--- src/rtl/uart_rx_pkg.sv ---
// Shared definitions for the UART receiver: FSM encoding, parity types and
// the prescale values the receiver is built to handle.
package uart_rx_pkg;

    typedef enum logic [2:0] {
        ST_IDLE   = 3'd0,
        ST_START  = 3'd1,
        ST_DATA   = 3'd2,
        ST_PARITY = 3'd3,
        ST_STOP   = 3'd4
    } rx_state_t;

    localparam logic PAR_EVEN = 1'b0;
    localparam logic PAR_ODD  = 1'b1;

    localparam int PRESCALE_8  = 8;
    localparam int PRESCALE_16 = 16;
    localparam int PRESCALE_32 = 32;

    localparam int DATA_WIDTH_DEF = 8;

endpackage

--- src/rtl/uart_rx_data_sampler.sv ---
// Mid-bit 3-sample majority voter. It captures RX_IN at P/2-1, P/2 and
// P/2+1 and presents the majority once all three samples are in.
module rx_data_sampler #(
    parameter int PRESCALE_WIDTH = 6
) (
    input  logic                      CLK,
    input  logic                      RST,
    input  logic                      RX_IN,
    input  logic [PRESCALE_WIDTH-1:0] edge_cnt,
    input  logic [PRESCALE_WIDTH-1:0] prescale,
    output logic                      sampled_bit,
    output logic                      sample_valid
);

    localparam logic [PRESCALE_WIDTH-1:0] ONE = PRESCALE_WIDTH'(1);
    localparam logic [PRESCALE_WIDTH-1:0] TWO = PRESCALE_WIDTH'(2);

    logic [PRESCALE_WIDTH-1:0] half;
    logic [2:0]                samples;

    assign half = prescale >> 1;

    // capture the three samples around the middle of the bit
    always_ff @(posedge CLK or negedge RST) begin
        if (!RST) begin
            samples <= '0;
        end else begin
            if (edge_cnt == half - ONE) samples[0] <= RX_IN;
            if (edge_cnt == half)       samples[1] <= RX_IN;
            if (edge_cnt == half + ONE) samples[2] <= RX_IN;
        end
    end

    assign sampled_bit  = (samples[0] & samples[1]) |
                          (samples[0] & samples[2]) |
                          (samples[1] & samples[2]);
    assign sample_valid = (edge_cnt >= half + TWO);

endmodule

--- src/rtl/uart_rx.sv ---
// UART receiver: start detect, 8 data bits LSB first, optional parity and
// one stop bit. Good bytes are presented with a one-cycle Data_Valid strobe;
// parity and stop failures get their own one-cycle strobes instead.
module uart_rx
    import uart_rx_pkg::*;
#(
    parameter int DATA_WIDTH     = DATA_WIDTH_DEF,
    parameter int PRESCALE_WIDTH = 6
) (
    input  logic                      CLK,
    input  logic                      RST,
    input  logic                      RX_IN,
    input  logic                      PAR_EN,
    input  logic                      PAR_TYP,
    input  logic [PRESCALE_WIDTH-1:0] Prescale,
    output logic [DATA_WIDTH-1:0]     P_DATA,
    output logic                      Data_Valid,
    output logic                      par_err,
    output logic                      stp_err
);

    localparam int BIT_CNT_W = (DATA_WIDTH > 1) ? $clog2(DATA_WIDTH) : 1;
    localparam logic [PRESCALE_WIDTH-1:0] ONE      = PRESCALE_WIDTH'(1);
    localparam logic [BIT_CNT_W-1:0]      LAST_BIT = BIT_CNT_W'(DATA_WIDTH - 1);

    rx_state_t                 state;
    logic [PRESCALE_WIDTH-1:0] edge_cnt;
    logic [BIT_CNT_W-1:0]      bit_cnt;
    logic [DATA_WIDTH-1:0]     shift_reg;
    logic [PRESCALE_WIDTH-1:0] prescale_lat;
    logic                      par_en_lat;
    logic                      par_typ_lat;
    logic                      par_flag;
    logic                      sampled_bit;
    logic                      sample_valid;
    logic                      bit_end;
    logic                      exp_parity;

    rx_data_sampler #(
        .PRESCALE_WIDTH (PRESCALE_WIDTH)
    ) u_sampler (
        .CLK          (CLK),
        .RST          (RST),
        .RX_IN        (RX_IN),
        .edge_cnt     (edge_cnt),
        .prescale     (prescale_lat),
        .sampled_bit  (sampled_bit),
        .sample_valid (sample_valid)
    );

    assign bit_end    = (edge_cnt == prescale_lat - ONE);
    assign exp_parity = (^shift_reg) ^ (par_typ_lat == PAR_ODD);

    // frame FSM, bit timing, deserializer and registered result strobes
    always_ff @(posedge CLK or negedge RST) begin
        if (!RST) begin
            state        <= ST_IDLE;
            edge_cnt     <= '0;
            bit_cnt      <= '0;
            shift_reg    <= '0;
            prescale_lat <= '0;
            par_en_lat   <= 1'b0;
            par_typ_lat  <= PAR_EVEN;
            par_flag     <= 1'b0;
            P_DATA       <= '0;
            Data_Valid   <= 1'b0;
            par_err      <= 1'b0;
            stp_err      <= 1'b0;
        end else begin
            Data_Valid <= 1'b0;
            par_err    <= 1'b0;
            stp_err    <= 1'b0;
            if (state == ST_IDLE) begin
                bit_cnt <= '0;
                if (!RX_IN) begin
                    // the detect edge is sample 0 of the start bit
                    state        <= ST_START;
                    edge_cnt     <= ONE;
                    prescale_lat <= Prescale;
                    par_en_lat   <= PAR_EN;
                    par_typ_lat  <= PAR_TYP;
                    par_flag     <= 1'b0;
                end else begin
                    edge_cnt <= '0;
                end
            end else if (bit_end) begin
                edge_cnt <= '0;
                if (sample_valid) begin
                    case (state)
                        ST_START: begin
                            state <= sampled_bit ? ST_IDLE : ST_DATA;
                        end
                        ST_DATA: begin
                            shift_reg <= {sampled_bit, shift_reg[DATA_WIDTH-1:1]};
                            bit_cnt   <= bit_cnt + BIT_CNT_W'(1);
                            if (bit_cnt == LAST_BIT)
                                state <= par_en_lat ? ST_PARITY : ST_STOP;
                        end
                        ST_PARITY: begin
                            if (sampled_bit != exp_parity) par_flag <= 1'b1;
                            state <= ST_STOP;
                        end
                        ST_STOP: begin
                            state   <= ST_IDLE;
                            par_err <= par_flag;
                            stp_err <= ~sampled_bit;
                            if (!par_flag && sampled_bit) begin
                                P_DATA     <= shift_reg;
                                Data_Valid <= 1'b1;
                            end
                        end
                        default: state <= ST_IDLE;
                    endcase
                end
            end else begin
                edge_cnt <= edge_cnt + ONE;
            end
        end
    end

endmodule

--- config.mk ---
export PLATFORM = sky130hd
export DESIGN_NAME = uart_rx
export DESIGN_NICKNAME = d
export VERILOG_FILES = /design/src/rtl/uart_rx_pkg.sv /design/src/rtl/uart_rx_data_sampler.sv /design/src/rtl/uart_rx.sv
export SDC_FILE = /design/constraint.sdc
export NUM_CORES = 1
export LEC_CHECK = 0
export CAP_MARGIN = 20
export CORE_MARGIN = 2
export CORE_UTILIZATION = 45
export CTS_CLUSTER_SIZE = 24
export DETAILED_ROUTE_END_ITERATION = 12
export PLACE_DENSITY_LB_ADDON = 0.05
export SYNTH_ARGS = -nofsm -noshare
export SYNTH_HDL_FRONTEND = slang
export SYNTH_HIERARCHICAL = 1
export SYNTH_SLANG_ARGS = --single-unit
--- constraint.sdc ---
create_clock -name CLK -period 3.2 [get_ports CLK]
set_input_delay 0.48 -clock CLK [delete_from_list [all_inputs] [get_ports CLK]]
set_output_delay 0.48 -clock CLK [all_outputs]
set_load 0.02 [all_outputs]
-- Yosys cells after proc, flatten, opt, wreduce, memory -nomap -nowiden
Cells that the tools add are included.
- bits of input ports: 11
- flip-flop bits (word level): 43
- bitwise gates (word level): 9
- eq/ne operators: 12
- add/subtract/negate cells: 6
- multiplexer cells: 34
- magnitude comparators: 1
- reduce and logical (&&, ||, !) cells: 15
- operators by type and width (operator ; number):
    2-to-1 mux 3 bit ; 10
    2-to-1 mux 1 bit ; 20
    == test 6 bit ; 3
    2-to-1 mux 6 bit ; 2
    AND reduction 5 bit ; 2
    nonzero test 2 bit ; 5
    case mux 3 bit (3 select lines) ; 1
    AND reduction 4 bit ; 2
    XOR reduction 8 bit ; 1
    adder 5 x 1 -> 6 bit (second input constant) ; 1
    adder 5 x 2 -> 6 bit (second input constant) ; 1
    adder 6 x 1 -> 6 bit (second input constant) ; 1
    == test 3 x 2 -> 1 bit (second input constant) ; 2
    == test 3 bit (second input constant) ; 2
    == test 6 x 5 -> 1 bit ; 1
    >= comparator 6 bit ; 1
    subtractor 5 x 1 -> 6 bit (second input constant) ; 1
    subtractor 6 x 1 -> 6 bit (second input constant) ; 1
    adder 3 x 1 -> 3 bit (second input constant) ; 1
    bitwise AND 1 bit ; 3
    == test 3 x 1 -> 1 bit (second input constant) ; 1
    logical NOT 3 bit ; 1
    != test 3 bit (second input constant) ; 1
    inverter 1 bit ; 3
    9 further kinds ; 10

-- Longest topological paths before layout
- depth after elaboration: 9
- gate-level depth with buffers: 13
- mapped depth without buffers: 10

-- By module
Netlist, hierarchy kept.
- by module, submodules not included (module ; instances ; cells each ; area each (µm²)):
    uart_rx ; 1 ; 180 ; 2010.7
    rx_data_sampler ; 1 ; 72 ; 605.6

-- Least setup slack after synthesis
No wires, ideal clock.
- path type: register to register
- start point: reg prescale_lat[3]
- end point: reg state[2]
- clock period less this slack: 2.529 ns
- stages on the path, launching flop included: 14
- setup slack: 0.671 ns
- data required time: 3.075 ns
- arrival time: 2.404 ns
- path through: dfrtp_1 > buf_4 > inv_1 > ha_1 > inv_1 > ha_1 > a21oi_1 > o21ai_0 > a21o_1 > o2111a_1 > buf_6 > and2_1 > buf_4 > mux2_4
- cells in the longest elaborated chain, start to end: 4
- elaborated cells between the ends (all ways): 7
- classes of those cells: add/sub (2); order compare (1); eq/ne (1); reduce/logical (3)
- RTL lines (element ; RTL line ; RTL):
    start: declaration ; uart_rx.sv:30 ; logic [PRESCALE_WIDTH-1:0] prescale_lat;
    start signal: assignment ; uart_rx.sv:79 ; prescale_lat <= Prescale;
    adder 5 x 2 -> 6 bit ; uart_rx_data_sampler.sv:37 ; assign sample_valid = (edge_cnt >= half + TWO);
    >= comparator 6 bit ; uart_rx_data_sampler.sv:37 ;
    via sample_valid ; uart_rx.sv:35 ; logic sample_valid;
    nonzero test 2 bit (no line) ; n/a ;
    AND reduction 4 bit (no line) ; n/a ;
    end signal: assignment ; uart_rx.sv:91 ; state <= sampled_bit ? ST_IDLE : ST_DATA;
    end signal: assignment ; uart_rx.sv:97 ; state <= par_en_lat ? ST_PARITY : ST_STOP;
    end: declaration ; uart_rx.sv:26 ; rx_state_t state;
The timed path passes the listed nets, and every way through them passes these cells.
A chain may end at the register's enable or synchronous reset.

-- Worst setup path after layout
- start point: reg prescale_lat[2]
- end point: reg state[2]
Same word-level chain as after synthesis.

==> summary.md <==
| Metric | Value |
|---|---|
| Arr. time, crit path | 3160 ps |
| Effective utilization at floorplan | 0.469 |
| Cts bufs inserted | 5 |
| Synth area leaders | dfrtp_1, mux2_2, ha_1 |
| CP startpoint kind | flop |
| Post-synth top area cell | dfrtp_1 |
| N_diodes | 0 |
| Vias in the first global route | 1887 |
| Power density over the cells | 854 nW/um2 |
| Final setup violating endpoints | 0 |
| Vias/cell | 5.34 |
| Die ar. | 6440 um2 |
| Status | completed |
| Crit-path slowest cell | dfrtp_1 |
| Port buffer count | 21 |
| I/O pins | 22 |
| Drt drc | 0 |
| Initial antenna violation count | 0 |
| Resized Gates After CTS | 0 |
| Dpl hpwl | 3680 um |
| Last element of the critical path | state[2] |
| Hold WS | 12.9 ps |
| Relative slew slack | 0.604 |
| Antenna Nets Post-Route | 0 |
| Mapped Cells | 252 |
| Worst-skew pair later-pin latency | 290 ps |
| Worst path bufs/invs | 2 |
| Slew Viols, Final | 0 |
| Cell Chain, Critical Path | inv_1, ha_1, inv_1, ha_1, a21oi_1, o21ai_0, a21o_1, o2111a_1, and2_1, mux2_4 |
| Max Freq | 336 MHz |
| EDFF count, synth | 0 |
| CP Capture Type | flop |
| Fin util | 0.537 |
| Syn Area/Cell | 10.4 um2 |
| Min-Delay Path Class | primary input to asynchronous set/reset pin |
| Synth top area share | 0.411 |
| Synth unique cells | 56 |
| TritonCTS clock tree | built |
| Sequential cell area fraction in the yosys report | 0.411 |
| Fill cell count | 522 |
| Total track usage | 0.186 |
| # rows | 27 |
| Critical path startpoint | prescale_lat[2] |
| Synth Net Count | 277 |
| Die span in y | 80.3 um |
| Final #Nets | 300 |
| First-pass DRT Iterations | 4 |
| Final Skew | 11.6 ps |
| Setup Fix Bufs, Post-CTS | 0 |
| Syn-to-layout area delta | 14.3% |
| Crit Path Category | flop to flop |
| Largest net degree at the start of global routing | 44 |
| Routed length per instance | 15.0 um |
| Grt ovf | 0 |
| CP peak stage delay | 590 ps |
| Worst path depth | 10 |
| Slew @ Worst Pin | 594 ps |
| Final Hold Vio Count | 0 |
| Required time worst endpoint | 3380 ps |
| Synth Flop Type | dfrtp_1 |
| Hold Buf Count CTS | 0 |
| Via count | 1857 |
| RSZ-0062 raised after global routing | no |
| Reg-to-reg endpoint | state[2] |
| Yosys warnings | 6 |
| Clock root buffer | clkbuf_8 |
| Synthesized flop and latch total | 43 |
| Ys async rst share | 1.00 |
| Lkg Pwr | 1.40 nW |
| Max Cap Violations | 0 |
| 1st-iter DRT viols | 158 |
| GPL Wtd Cong | 0.809 |
| Worst-path maximum fanout | 12 |
| Worst Reg2Reg Path Length in Cells | 10 |
| Worst reg2reg setup slack | 220 ps |
| Total power | 2.56 mW |
| Final worst path period share | 0.930 |
| Synth top cells by count | dfrtp_1, nand2_1, nor2_1, xnor2_1, mux2_2 |
| Maximum vdd drop | 489 uV |
| Crit path time final | 2980 ps |
| Crit Reg-Reg Startpoint | prescale_lat[2] |
| Core box area | 5570 um2 |
| Die X | 80.3 um |
| Mapped cell area | 2620 um2 |
| Clk pin slew, worst setup/hold paths | 90 ps |
| Clock tree buffer depth | 2 |
| Count leader, synth | dfrtp_1 |
| Clk sinks | 43 |
| CP delay by family, top | compound AO/OA/AOI/OAI gates |
| First-pass GRT wire length | 9410 um |
| Final Routed Wirelength | 5220 um |
| CTS H-Tree Depth | 2 |
| Layout cells sized above 1 | 0.149 |
| Setup TNS Final | 0 ps |
-- worst reg2reg max path, cell delays in order, from the launching register on --
cell      delay [ps]
dfrtp_1          590
inv_1            130
ha_1             300
inv_1             40
ha_1             260
a21oi_1           60
o21ai_0          180
a21o_1           140
o2111a_1         480
and2_1           370
mux2_4           330
-- routing by layer --
metal / vias to the layer above / routed length, um / track usage
met3: 2 / 226 / 0.0326
met2: 40 / 2290 / 0.273
met4: 0 / 14 / 0.0288
li1: 930 / - / -
met1: 885 / 2690 / 0.290
met5: - / 0 / 0
-- cell families after synthesis --
group	share of synthesized area
multiplexers	0.0890
flip-flops	0.411
buffers and inverters	0.0397
XOR/XNOR	0.102
AO/OA/AOI/OAI	0.104
AND/OR/NAND/NOR	0.183
adder cells (fa/ha/maj)	0.0708
-- layout make-up --
type                            instances  area [um2]  share of cell area
Clock buffer                            5        68.8              0.0230
Clock inverter                          3        23.8             0.00795
Inverter                               11        41.3              0.0138
Multi-Input combinational cell        188        1440               0.480
Sequential cell                        43        1080               0.360
Tap cell                               72        90.1              0.0301
Timing Repair Buffer                   26         255              0.0853
-- through the flow --
| step | setup slack [ps] | std cells | instance area, um2 |
|---|---|---|---|
| after global placement | 361 | 339 | 2880 |
| final | 224 | 348 | 2990 |
| after floorplan | 671 | 252 | 2620 |
| after detailed placement | 299 | 339 | 2880 |
| after CTS | 255 | 347 | 2970 |
| after global routing | 3.93 | 348 | 2990 |
-- worst min path at each step --
stage	startpoint	to	slack, ps	cells after the start
after floorplan	RST	Data_Valid	180	0
after global placement	P_DATA[0]	P_DATA[0]	480	1
after detailed placement	P_DATA[0]	P_DATA[0]	480	1
after CTS	RST	P_DATA[7]	380	1
after global routing	RST	edge_cnt[5]	4	1
final	RST	edge_cnt[5]	10	1
-- where the power goes --
group / internal [mW] / switching (mW) / leakage (nW)
combinational: 0.596 / 0.710 / 0.792
sequential: 0.670 / 0.226 / 0.568
clock: 0.156 / 0.197 / 0.0408
-- placed cells by master, fill, tap and decap left out, types with 7 or more instances in the layout --
master,instances
dfrtp_1,43
a21oi_1,8
ha_1,14
clkdlybuf4s50_1,20
xnor2_1,17
inv_1,11
xor2_1,9
mux2_2,16
nand2_1,29
o21ai_0,7
nor2_1,19
(Power assumes the default switching activity.)
